`src/rtl/alu_issue.sv`:
```
// alu_issue: issue/writeback stage in front of the cpu2 8-bit ALU.
// Holds a 4-entry register file that is filled through a load port. Each
// instruction walks IDLE -> READ -> EXEC -> WRITE. The stage drives ALU
// operands from registers, captures the ALU result in EXEC and commits it
// to the register file in WRITE, with a one-cycle writeback strobe.
module alu_issue #(
  parameter int DATA_W = 8
) (
  input  logic              clk,
  input  logic              rst_n,
  input  logic              ld_valid,
  input  logic [1:0]        ld_addr,
  input  logic [DATA_W-1:0] ld_data,
  output logic              ld_ready,
  input  logic              instr_valid,
  input  logic [7:0]        instr,
  output logic              instr_ready,
  output logic [DATA_W-1:0] alu_a,
  output logic [DATA_W-1:0] alu_b,
  output logic [1:0]        alu_op,
  input  logic [DATA_W-1:0] alu_result,
  output logic              wb_valid,
  output logic [1:0]        wb_addr,
  output logic [DATA_W-1:0] wb_data,
  output logic [7:0]        instr_count
);

  typedef enum logic [1:0] {
    IDLE  = 2'd0,
    READ  = 2'd1,
    EXEC  = 2'd2,
    WRITE = 2'd3
  } state_t;

  state_t            state_reg;
  logic [1:0]        op_reg;
  logic [1:0]        rd_reg;
  logic [1:0]        rs_a_reg;
  logic [1:0]        rs_b_reg;
  logic [DATA_W-1:0] alu_a_reg;
  logic [DATA_W-1:0] alu_b_reg;
  logic [1:0]        alu_op_reg;
  logic              wb_valid_reg;
  logic [1:0]        wb_addr_reg;
  logic [DATA_W-1:0] wb_data_reg;
  logic [7:0]        instr_count_reg;

  // Read view of the register file entries.
  logic [DATA_W-1:0] rf_q [4];

  logic ld_fire;
  logic instr_fire;

  // Both ready outputs are gated by rst_n so they drop the moment reset
  // asserts. A pending load wins over an instruction presented in the
  // same cycle; the instruction simply waits one more cycle.
  assign ld_ready    = rst_n && (state_reg == IDLE);
  assign instr_ready = rst_n && (state_reg == IDLE) && !ld_valid;
  assign ld_fire     = ld_valid && ld_ready;
  assign instr_fire  = instr_valid && instr_ready;

  // One flop bank per register file entry. Loads only happen in IDLE and
  // writebacks only in WRITE, so the two write sources never collide.
  for (genvar gi = 0; gi < 4; gi++) begin : g_rf
    logic [DATA_W-1:0] entry_reg;
    logic              ld_hit;
    logic              wb_hit;

    assign ld_hit = ld_fire && (ld_addr == 2'(gi));
    assign wb_hit = (state_reg == WRITE) && (wb_addr_reg == 2'(gi));

    // Entry update from the load port or from the writeback latch.
    always_ff @(posedge clk or negedge rst_n) begin
      if (!rst_n) begin
        entry_reg <= '0;
      end else if (ld_hit) begin
        entry_reg <= ld_data;
      end else if (wb_hit) begin
        entry_reg <= wb_data_reg;
      end
    end

    assign rf_q[gi] = entry_reg;
  end

  // Issue FSM: latches the instruction, reads operands, captures the ALU
  // result and commits it. All ALU-facing and writeback outputs are
  // registered here; operands hold their values outside READ.
  always_ff @(posedge clk or negedge rst_n) begin
    if (!rst_n) begin
      state_reg       <= IDLE;
      op_reg          <= '0;
      rd_reg          <= '0;
      rs_a_reg        <= '0;
      rs_b_reg        <= '0;
      alu_a_reg       <= '0;
      alu_b_reg       <= '0;
      alu_op_reg      <= '0;
      wb_valid_reg    <= 1'b0;
      wb_addr_reg     <= '0;
      wb_data_reg     <= '0;
      instr_count_reg <= '0;
    end else begin
      case (state_reg)
        IDLE: begin
          if (instr_fire) begin
            op_reg    <= instr[7:6];
            rd_reg    <= instr[5:4];
            rs_a_reg  <= instr[3:2];
            rs_b_reg  <= instr[1:0];
            state_reg <= READ;
          end
        end
        READ: begin
          // rs_a == rs_b is fine: both operands read the same entry.
          alu_a_reg  <= rf_q[rs_a_reg];
          alu_b_reg  <= rf_q[rs_b_reg];
          alu_op_reg <= op_reg;
          state_reg  <= EXEC;
        end
        EXEC: begin
          // The ALU has had a full cycle since the operands settled.
          wb_data_reg  <= alu_result;
          wb_addr_reg  <= rd_reg;
          wb_valid_reg <= 1'b1;
          state_reg    <= WRITE;
        end
        WRITE: begin
          // The register file entry picks up wb_data_reg on this same edge.
          wb_valid_reg    <= 1'b0;
          instr_count_reg <= instr_count_reg + 8'd1;
          state_reg       <= IDLE;
        end
        default: begin
          state_reg <= IDLE;
        end
      endcase
    end
  end

  assign alu_a       = alu_a_reg;
  assign alu_b       = alu_b_reg;
  assign alu_op      = alu_op_reg;
  assign wb_valid    = wb_valid_reg;
  assign wb_addr     = wb_addr_reg;
  assign wb_data     = wb_data_reg;
  assign instr_count = instr_count_reg;

endmodule

```
`config.mk`:
```
export PLATFORM = sky130hd
export DESIGN_NAME = alu_issue
export DESIGN_NICKNAME = d
export VERILOG_FILES = /design/src/rtl/alu_issue.sv
export SDC_FILE = /design/constraint.sdc
export NUM_CORES = 1
export LEC_CHECK = 0
export CAP_MARGIN = 10
export CELL_PAD_IN_SITES_DETAIL_PLACEMENT = 0
export CELL_PAD_IN_SITES_GLOBAL_PLACEMENT = 1
export CORE_ASPECT_RATIO = 1.4
export CORE_MARGIN = 1
export CORE_UTILIZATION = 44
export DETAILED_ROUTE_END_ITERATION = 10
export PLACE_DENSITY_LB_ADDON = 0.1
export SLEW_MARGIN = 20
export SYNTH_ARGS = -nofsm -noshare
export SYNTH_HDL_FRONTEND = slang
export SYNTH_SLANG_ARGS = --single-unit
export TNS_END_PERCENT = 5
```
`constraint.sdc`:
```
create_clock -name clk -period 2.05 [get_ports clk]
set_clock_uncertainty 0.05 [all_clocks]
set_input_delay 0.41 -clock clk [delete_from_list [all_inputs] [get_ports clk]]
set_output_delay 0.41 -clock clk [all_outputs]
set_load 0.02 [all_outputs]
```
Word level (Yosys, flattened, before mapping)
Cells that the tools add are included.
{ "op_classes": {"add_sub_neg": 1, "mul": 0, "n_div": 0, "magnitude_cmp": 2, "eq_ne": 10, "shifts": 0, "muxes": 17, "bitwise": 2, "reduce_logical": 22} }
{ "ops": {"columns": ["op", "count"], "rows": [
  ["$mux W8", 12],
  ["$bmux W8 S2", 2],
  ["$eq A2 B2 Y1 const B", 6],
  ["$logic_and A1 B1 Y1", 12],
  ["$reduce_bool A2 Y1", 5],
  ["$add A8 B1 Y8 const B", 1],
  ["$pmux W2 S4", 1],
  ["$eq A2 B1 Y1 const B", 3],
  ["$ge A3 B3 Y1 const B", 2],
  ["$logic_not A2 Y1", 3],
  ["$not A2 Y3", 2],
  ["$mux W2", 1],
  ["$ne A2 B2 Y1 const B", 1],
  ["$pmux W1 S2", 1],
  ["$reduce_and A2 Y1", 1],
  ["$logic_not A1 Y1", 1]
]} }
{ "word_totals": {"ff_bits": 79, "latch_bits": 0, "mem_bits_rw": 0, "romBits": 0, "mem_count": 0} }

Logic depth before layout (Yosys ltp)
Gate-level depths: netlist (run 1).
{ "depth": {"word_depth": 6, "ltp_mapped": 6, "ltp_nobuf": 5} }

Worst setup path before layout (run 1)
No wires, ideal clock.
{ "synth_timing": {"path_kind": "register -> register", "from": "register state_reg[0]", "to": "register g_rf[3].entry_reg[0]", "setup_time_ns": 0.125, "arrival_time_ns": 1.620, "t_required_ns": 1.875, "path_slack_ns": 0.255, "stages_incl_launch_ff": 6, "synth_period_minus_slack_ns": 1.795, "cell_sequence": "dfrtp_1 > inv_1 > ha_1 > and2_1 > nand4_1 > mux2_2"} }
{ "synth_between": {"elab_chain_cells": 5, "word_cells_on_any_way": 8, "classes_between": "eq/ne (1); mux (1); reduce/logical (6)"} }
{ "synth_rtl": {"columns": ["element", "line_no", "text"], "rows": [
  ["start, declared", "35", "state_t state_reg;"],
  ["start signal, assigned", "91", "state_reg <= IDLE;"],
  ["start signal, assigned", "111", "state_reg <= READ;"],
  ["start signal, assigned", "119", "state_reg <= EXEC;"],
  ["$logic_not A2 Y1 (*)", "57", "assign ld_ready = rst_n && (state_reg == IDLE);"],
  ["$logic_and A1 B1 Y1 (*)", "57", null],
  ["net ld_ready", "14", "output logic ld_ready,"],
  ["$logic_and A1 B1 Y1 (*)", "59", "assign ld_fire = ld_valid && ld_ready;"],
  ["$logic_and A1 B1 Y1 (*)", "69", "assign ld_hit = ld_fire && (ld_addr == 2'(gi));"],
  ["$mux W8 or $reduce_bool A2 Y1 (tied branches)", null, null],
  ["end signal, assigned", "77", "entry_reg <= ld_data;"],
  ["end signal, assigned", "79", "entry_reg <= wb_data_reg;"],
  ["end, declared", "65", "logic [DATA_W-1:0] entry_reg;"]
]} }
The timed path passes the listed nets; every way through them passes the cells marked *.
A chain may end at the register's enable or synchronous reset.

Worst setup path in the final report (run 1)
{ "layout_timing": {"from": "register state_reg[1]", "to": "output port ld_ready"} }
{ "layout_between": {"elab_chain_cells": 2} }
{ "layout_rtl": {"columns": ["element", "line_no"], "rows": [
  ["$logic_not A2 Y1", "57"],
  ["$logic_and A1 B1 Y1", "57"],
  ["end, declared", "14"]
]} }
No other way between the ends.

==> results of run 1 <==
## worst max path at each step
stage / endpoint / slack (ps) / cells after the start / start
floorplan: g_rf[3].entry_reg[0]$_DFFE_PN0P_ / 260 / 5 / state_reg[0]$_DFFE_PN0P_
CTS: instr_ready / 20 / 5 / state_reg[1]$_DFFE_PN0P_
finish: ld_ready / 90 / 4 / state_reg[1]$_DFFE_PN0P_
detailed placement: g_rf[1].entry_reg[2]$_DFFE_PN0P_ / -60 / 5 / ld_valid
global placement: g_rf[1].entry_reg[0]$_DFFE_PN0P_ / -20 / 5 / ld_valid
global route: ld_ready / 20 / 4 / state_reg[1]$_DFFE_PN0P_
## cells in the final DEF (no fill, tap or decap), types with 2 or more instances in the layout
master,count
clkbuf_8,2
nand2_1,3
dfrtp_1,79
xor2_1,3
mux2_2,94
nand4_1,5
clkbuf_16,9
clkdlybuf4s50_1,65
nor2_1,5
buf_4,15
xnor2_1,4
clkbuf_1,2
mux2_4,8
ha_1,5
or3b_1,2
inv_1,2
mux4_2,16
nand3b_2,2
## timing repair
action	4_1_cts	5_1_grt
resized for setup	5	1
endpoints found under the setup margin	2	1
endpoints found under the hold margin	0	0
## metal layers
layer | global-route usage [%] | vias to the layer above | part of all wire, %
li1 | - | 1103 | -
met1 | 25.9 | 1233 | 44
met2 | 30.2 | 46 | 51
met3 | 2.82 | 9 | 2.7
met4 | 10.0 | 0 | 2.0
met5 | 0 | - | 0
## through the flow
| stage | setup TNS, ps | utilization [%] | instances | area [um2] |
|---|---|---|---|---|
| 3_3_place_gp | -131 | 55.6 | 426 | 4750 |
| 5_1_grt | 0 | 58.7 | 440 | 5020 |
| 6_report | 0 | 58.7 | 440 | 5020 |
| 4_1_cts | 0 | 58.7 | 440 | 5020 |
| 3_5_place_dp | -414 | 55.6 | 426 | 4750 |
| 2_1_floorplan | 0 | - | 249 | 3890 |
## power by group
| group | switching, mW | leakage, nW | total [mW] | internal [mW] |
|---|---|---|---|---|
| clock network | 0.578 | 0.132 | 1.45 | 0.870 |
| registers | 0.771 | 0.956 | 3.11 | 2.34 |
| logic | 1.38 | 1.06 | 3.81 | 2.43 |
## final cells by class
type,count,area [um2]
clock buffers,13,260
clock inverters,1,5.00
fillers,688,3540
inverters,2,7.51
multi-input cells,157,1850
flip-flops and latches,79,1980
well taps,105,131
repair buffers,83,788
## worst max-delay path, stage by stage, from the launching register on
cell and delay (ps):
dfrtp_1 370, inv_1 80, ha_2 200, and2_1 160, dlygate4sd2_1 340
## logic make-up after synthesis
logic type | after synthesis | share of synthesized area (%)
muxes | 119 | 39.8
DFF | 79 | 50.8
and+or+nand+nor | 25 | 4.18
buffers and inverters | 13 | 1.70
xor gates and xnor gates | 7 | 1.58
adders and majority gates | 6 | 1.93
==> impl_metrics.json, run 1 <==
{
  "p_per_area_mw_per_mm2": 1670,
  "largest_register_ffs": 32,
  "slew-limit-headroom_pct": 52.4,
  "r2r-end": "g_rf[0].entry_reg[7]$_DFFE_PN0P_",
  "die_y_um": 113,
  "gp_congestion": 0.759,
  "syn_to_final_growth_pct": 29.0,
  "cap_viol_max_count": 0,
  "path_max_fanout": 4,
  "final-setup-viol-count": 0,
  "cts_tree": "done",
  "drtAntennaViolNets": 0,
  "cts_sinks": 79,
  "rsz0062_at_grt": "false",
  "gr-total-overflow": 0,
  "drt-initial-drc-count": 71,
  "via_per_inst": 5.43,
  "syn_area_per_cell_um2": 15.6,
  "synth_warnings": 0,
  "fin_crit_sh_pct": 95.4,
  "synth_area_mm2": 0.00389,
  "syn-instance-count": 249,
  "fin_crit_ps": 1960,
  "ff2ff_path_depth": 6,
  "synth_edf_count": 0,
  "row_count": 40,
  "first_global_vias": 2335,
  "start_kind": "register",
  "synthFlopType": "dfrtp_1",
  "synth_area_leaders": "dfrtp_1 (51%), mux2_2 (27%), mux4_2 (9.3%)",
  "drv_slew": 0,
  "irDropWorstVdd_v": 0.000722,
  "portBuffers": 68,
  "dr_total_vias": 2391,
  "total_power_mw": 8.36,
  "synth_seq_area_share_pct": 50.8,
  "hold_class": "input port to async pin",
  "numCtsBuffers": 9,
  "pre_cts_ws_ps": -57.3,
  "max_freq_ghz": 0.511,
  "grt_usage_pct": 19.4,
  "whs_ps": 188,
  "clock-root-buffer": "clkbuf_16",
  "ys_types": 27,
  "initial_utilization_pct": 45.5,
  "grt_pass1_wl_um": 12800,
  "r2r-start": "state_reg[1]$_DFFE_PN0P_",
  "drtPass1Iterations": 4,
  "wl_per_cell_um": 18.3,
  "io_pins": 69,
  "wirelength_um": 8060,
  "clk_pin_slew_worst_paths_ps": 60,
  "yosys-top-cells-count": "mux2_2 (94), dfrtp_1 (79), mux4_2 (16), mux2_4 (8), ha_1 (6)",
  "finalHoldViolCount": 0,
  "worstMarginPinSlew_ps": 713,
  "cp.required_ps": 1590,
  "status": "finished, final reports clean",
  "core_mm2": 0.00856,
  "cp-end-kind": "output port",
  "fin_nets": 368,
  "grt_max_degree": 80,
  "antennaDiodeCount": 0,
  "route.detailed.drc": 0,
  "hold_buffers": 0,
  "ys_ff_latch": 79,
  "synth_top_area_share_pct": 50.8,
  "insertion_delay_ps": 330,
  "hpwl_um": 5450,
  "postSynth.asyncResetShare_pct": 100,
  "regToRegSetupSlack_ps": 130,
  "antenna_found_initial": 0,
  "setup_ws_ps": 94.8,
  "htreeDepth": 3,
  "synth_fp_nets": 285,
  "max-clock-path-buffers": 2,
  "die_width_um": 81.5,
  "critPathArrivalTime_ps": 1500,
  "post_cts_buffers": 0,
  "critPathKind": "register to output port",
  "yosysTopAreaCell": "dfrtp_1",
  "leakagePower_nw": 2.14,
  "layout-drive-gt1-share_pct": 45.4,
  "yosysMostFrequentCell": "mux2_2",
  "die_area_mm2": 0.00923
}
(Power assumes the default switching activity.)
==> run 2: changes to the inputs <==
Settings changed: CELL_PAD_IN_SITES_DETAIL_PLACEMENT 0 to unset, CELL_PAD_IN_SITES_GLOBAL_PLACEMENT 1 to unset, CORE_UTILIZATION 44 to 45, PLACE_DENSITY set to 0.7, PLACE_DENSITY_LB_ADDON 0.1 to unset.
==> run 2 against run 1 <==
Effect of this change: register-to-register slack lost 30 ps; worst setup slack is essentially flat; non-clock buffer count grew 1; largest cell class unchanged; highest routed layer unchanged.
==> impl_metrics.json, run 2 (same netlist as run 1, synthesis figures left out) <==
{
  "status": "finished, final reports clean",
  "cts_tree": "done",
  "grtUsageMet3_pct": 3.41,
  "cp.required_ps": 1590,
  "hpwl_um": 5640,
  "regToRegSetupSlack_ps": 100,
  "grt_usage_pct": 20.8,
  "critPathKind": "register to output port",
  "die_y_um": 112,
  "drtAntennaViolNets": 0,
  "fin_crit_sh_pct": 95.4,
  "first_global_vias": 2557,
  "fin_nets": 369,
  "die_area_mm2": 0.00903,
  "final-setup-viol-count": 0,
  "gp_congestion": 0.777,
  "die_width_um": 80.6,
  "dr_total_vias": 2402,
  "rsz0062_at_grt": "false",
  "use_met1_pct": 25.9,
  "antennaDiodeCount": 0,
  "cp_slowest_cell": "dfrtp_1",
  "grt.busiest_layer": "met2",
  "placed_cell_area_mm2": 0.00476,
  "leakagePower_nw": 2.16,
  "layout-drive-gt1-share_pct": 45.4,
  "irDropWorstVdd_v": 0.000767,
  "slew-limit-headroom_pct": 41.6,
  "portBuffers": 68,
  "antenna_found_initial": 0,
  "hold_class": "input port to async pin",
  "drt-initial-drc-count": 118,
  "cap_viol_max_count": 0,
  "largest_register_ffs": 32,
  "fin_crit_ps": 1960,
  "drv_slew": 0,
  "max_stage_delay_ps": 380,
  "io_pins": 69,
  "whs_ps": 281,
  "drtPass1Iterations": 3,
  "initial_utilization_pct": 46.9,
  "finalHoldViolCount": 0,
  "ff2ff_path_depth": 6,
  "clk_pin_slew_worst_paths_ps": 50,
  "max-clock-path-buffers": 2,
  "insertion_delay_ps": 340,
  "htreeDepth": 3,
  "final_common_cell": "mux2_2",
  "post_cts_buffers": 0,
  "wl_per_cell_um": 18.9,
  "path_cells": "inv_1 > ha_1 > and2_1 > dlygate4sd2_1",
  "grt_pass1_wl_um": 13500,
  "r2r-end": "g_rf[0].entry_reg[4]$_DFFE_PN0P_",
  "route.detailed.drc": 0,
  "r2r-start": "state_reg[1]$_DFFE_PN0P_",
  "path_max_fanout": 3,
  "design_area_mm2": 0.00504,
  "wirelength_um": 8240,
  "max_freq_ghz": 0.511,
  "row_count": 39,
  "grt_util_met2_pct": 34.4,
  "p_per_area_mw_per_mm2": 1670,
  "start_kind": "register",
  "gr-total-overflow": 0,
  "worstMarginPinSlew_ps": 877,
  "critPathArrivalTime_ps": 1500,
  "cts_sinks": 79,
  "numCtsBuffers": 9,
  "cp-end-kind": "output port",
  "syn_to_final_growth_pct": 29.5,
  "core_mm2": 0.00830,
  "via_per_inst": 5.50,
  "clock-root-buffer": "clkbuf_16",
  "layout_common_cells": "mux2_2 (94), dfrtp_1 (79), clkdlybuf4s50_1 (65)",
  "grt_max_degree": 70
}
## run 2: routing by layer
metal	wire [um]	vias to the layer above
li1	-	1094
met1	3460	1247
met2	4350	49
met3	230	12
met4	204	0
met5	0	-
## run 2: worst max-delay path, delay by kind of cell (launching register included)
family / cells / cell delay, ps
flops: 1 / 380
buf+inv: 2 / 440
simple gates: 1 / 170
fa+ha+maj: 1 / 170
## run 2: worst max path at each step
stage,from,end,cells past startpoint
after floorplan,state_reg[0]$_DFFE_PN0P_,g_rf[3].entry_reg[0]$_DFFE_PN0P_,5
after global placement,ld_valid,g_rf[1].entry_reg[4]$_DFFE_PN0P_,5
after detailed placement,ld_valid,g_rf[1].entry_reg[6]$_DFFE_PN0P_,5
after CTS,state_reg[0]$_DFFE_PN0P_,instr_ready,5
after global routing,state_reg[1]$_DFFE_PN0P_,g_rf[0].entry_reg[5]$_DFFE_PN0P_,6
final,state_reg[1]$_DFFE_PN0P_,ld_ready,4
## run 2: what timing repair did
action,in CTS,in global routing
endpoints found under the hold margin,10,0
hold buffers,1,0
gates cloned,0,0
setup endpoints to repair,2,1
resized for setup,4,1
## run 2: layout make-up
type | count | area (um2)
Tap cell | 102 | 128
Inverter | 2 | 7.51
Clock inverter | 1 | 5.00
Fill cell | 687 | 3260
Multi-Input combinational cell | 157 | 1850
Sequential cell | 79 | 1980
Clock buffer | 12 | 267
Timing Repair Buffer | 84 | 807
## run 2: metrics by stage
stage                     setup WS (ps)  TNS [ps]  util, %  std cells  power [mW]
after detailed placement          -60.7      -451     57.4        423        7.00
after floorplan                     255         0        -        249        5.58
after global routing               4.67         0     60.7        437        8.92
final                              94.5         0     60.7        437        8.40
after CTS                          8.90         0     60.8        437        8.50
after global placement            -21.2      -163     57.4        423        6.88
## run 2: where the power goes
part           switching (mW)  leakage, nW  internal (mW)
combinational            1.39         1.07           2.43
sequential              0.780        0.956           2.34
clock                   0.569        0.136          0.895
==> run 3: changes to the inputs <==
Settings changed: CORE_UTILIZATION 45 to 40, PLACE_DENSITY 0.7 to unset, SKIP_CTS_REPAIR_TIMING set to 1.
==> run 3 against run 2 <==
Effect of this change: count of clock-buffer cells in the layout rose by 1; cell area rose by 1.6%; final cell count rose by 3.2%; first-iteration DRC count fell by 20%; power rose by 2.3%; sequential power barely moved; utilization fell by 6.6 points; combinational power barely moved; maximum frequency rose by 0.45%; register-to-register slack improved by 60 ps; die area rose by 12%; via count fell by 0.71%.
==> impl_metrics.json, run 3 (same netlist as run 1, synthesis figures left out) <==
{
  "status": "finished, final reports clean",
  "cts_tree": "done",
  "fin_nets": 372,
  "row_count": 42,
  "largest_register_ffs": 32,
  "cap_viol_max_count": 0,
  "fillCellCount": 815,
  "max-clock-path-buffers": 2,
  "clk_pin_slew_worst_paths_ps": 60,
  "gr-total-overflow": 0,
  "wl_per_cell_um": 18.5,
  "die_y_um": 119,
  "rsz0062_at_grt": "false",
  "path_max_fanout": 3,
  "critPathKind": "register to output port",
  "wl_met2_um": 4150,
  "max_freq_ghz": 0.514,
  "layout_common_cells": "mux2_2 (94), dfrtp_1 (79), clkdlybuf4s50_1 (65)",
  "grt_max_degree": 62,
  "path_cells": "inv_1 > ha_1 > and2_1 > nor2b_1 > dlymetal6s2s_1",
  "clock-root-buffer": "clkbuf_16",
  "htreeDepth": 3,
  "via_per_inst": 5.29,
  "first_global_vias": 2538,
  "p_comb_share_pct": 44.7,
  "finalHoldViolCount": 0,
  "top_layer": "met4",
  "cp.required_ps": 1590,
  "max_stage_delay_ps": 370,
  "cp_slowest_cell": "dfrtp_1",
  "dr_total_vias": 2385,
  "drt-initial-drc-count": 94,
  "core_mm2": 0.00946,
  "slew-limit-headroom_pct": 47.1,
  "io_pins": 69,
  "hpwl_um": 5820,
  "p_clk_share_pct": 19.1,
  "gp_congestion": 0.722,
  "final.setup.tns_ps": 0,
  "cp-end-kind": "output port",
  "dp.cells": 435,
  "whs_ps": 53.9,
  "final-setup-viol-count": 0,
  "wl_met3_um": 386,
  "fin_crit_ps": 1950,
  "route.detailed.drc": 0,
  "syn_to_final_growth_pct": 31.5,
  "p_per_area_mw_per_mm2": 1680,
  "wl_met1_um": 3600,
  "p_int_mw": 5.84,
  "regArea_mm2": 0.00198,
  "final_common_cell": "mux2_2",
  "critPathArrivalTime_ps": 1490,
  "irDropWorstVdd_v": 0.000655,
  "drtPass1Iterations": 4,
  "multiInputGateArea_mm2": 0.00185,
  "leakagePower_nw": 2.22,
  "start_kind": "register",
  "drtAntennaViolNets": 0,
  "instances_no_fill": 451,
  "die_width_um": 85.4,
  "numCtsBuffers": 9,
  "antennaDiodeCount": 0,
  "fin_util_pct": 54.1,
  "antenna_found_initial": 0,
  "grt_usage_pct": 18.4,
  "hold_class": "input port to async pin",
  "fin_crit_sh_pct": 95.0,
  "layout-drive-gt1-share_pct": 46.0,
  "p_sw_mw": 2.75,
  "die_area_mm2": 0.0101,
  "crit_buf_inv": 2,
  "sw_frac_of_total_pct": 32.0,
  "critPathTopFamily": "flip-flops",
  "cts_sinks": 79,
  "power_frac_seq_pct": 36.1,
  "drv_slew": 0,
  "grt_pass1_wl_um": 13700,
  "initial_utilization_pct": 41.1,
  "wirelength_um": 8340,
  "worstMarginPinSlew_ps": 794,
  "portBuffers": 68,
  "insertion_delay_ps": 330
}
[run 3: cell count changes in the layout (fill, tap and decap cells not counted), sizes merged]
cell,change
dlygate4sd3,-1
dlymetal6s2s,+2
clkinv,+1
dlygate4sd2,-1
buf,+3
clkbuf,+1
bufinv,+1
[run 3: through the flow]
| stage | cell area, um2 | worst slack (ps) | power (mW) |
|---|---|---|---|
| CTS | 5110 | -312 | 8.73 |
| detailed placement | 4800 | -20.5 | 7.05 |
| finish | 5120 | 103 | 8.59 |
| floorplan | 3890 | 255 | 5.58 |
| global route | 5120 | 35.5 | 9.16 |
| global placement | 4800 | 0.277 | 6.96 |
[run 3: power by group through the flow]
stage	logic (mW)	clock network, mW	registers [mW]
3_3_place_gp	3.84	0	3.12
3_5_place_dp	3.89	0	3.15
2_1_floorplan	2.37	0	3.21
6_report	3.84	1.64	3.10
4_1_cts	3.91	1.69	3.13
5_1_grt	4.13	1.76	3.27
[run 3: cell type report]
class / count / area share (%)
flip-flops and latches: 79 / 38.6
multi-input cells: 157 / 36.1
repair buffers: 87 / 16.4
clock buffers: 13 / 5.28
well taps: 110 / 2.69
clock inverters: 3 / 0.782
inverters: 2 / 0.147
[run 3: path summary, 6_finish.rpt]
path / startpoint / to / slack (ps) / cells past startpoint
worst max-delay path: state_reg[0]$_DFFE_PN0P_ / instr_ready / 100 / 5
worst min register to register: instr_count[7]$_DFFE_PN0P_ / instr_count[7]$_DFFE_PN0P_ / 410 / 1
worst max register to register: state_reg[1]$_DFFE_PN0P_ / g_rf[0].entry_reg[6]$_DFFE_PN0P_ / 160 / 6
worst min-delay path: rst_n / g_rf[2].entry_reg[4]$_DFFE_PN0P_ / 50 / 2
min in group clk: instr_count[7]$_DFFE_PN0P_ / instr_count[7]$_DFFE_PN0P_ / 410 / 1
max in group asynchronous: rst_n / instr_count[3]$_DFFE_PN0P_ / 1160 / 2
[run 3: per-layer routing]
layer | global-route usage, % | vias up
met5 | 0 | -
met4 | 7.60 | 0
met3 | 5.03 | 13
met2 | 29.2 | 57
met1 | 23.8 | 1203
li1 | - | 1112
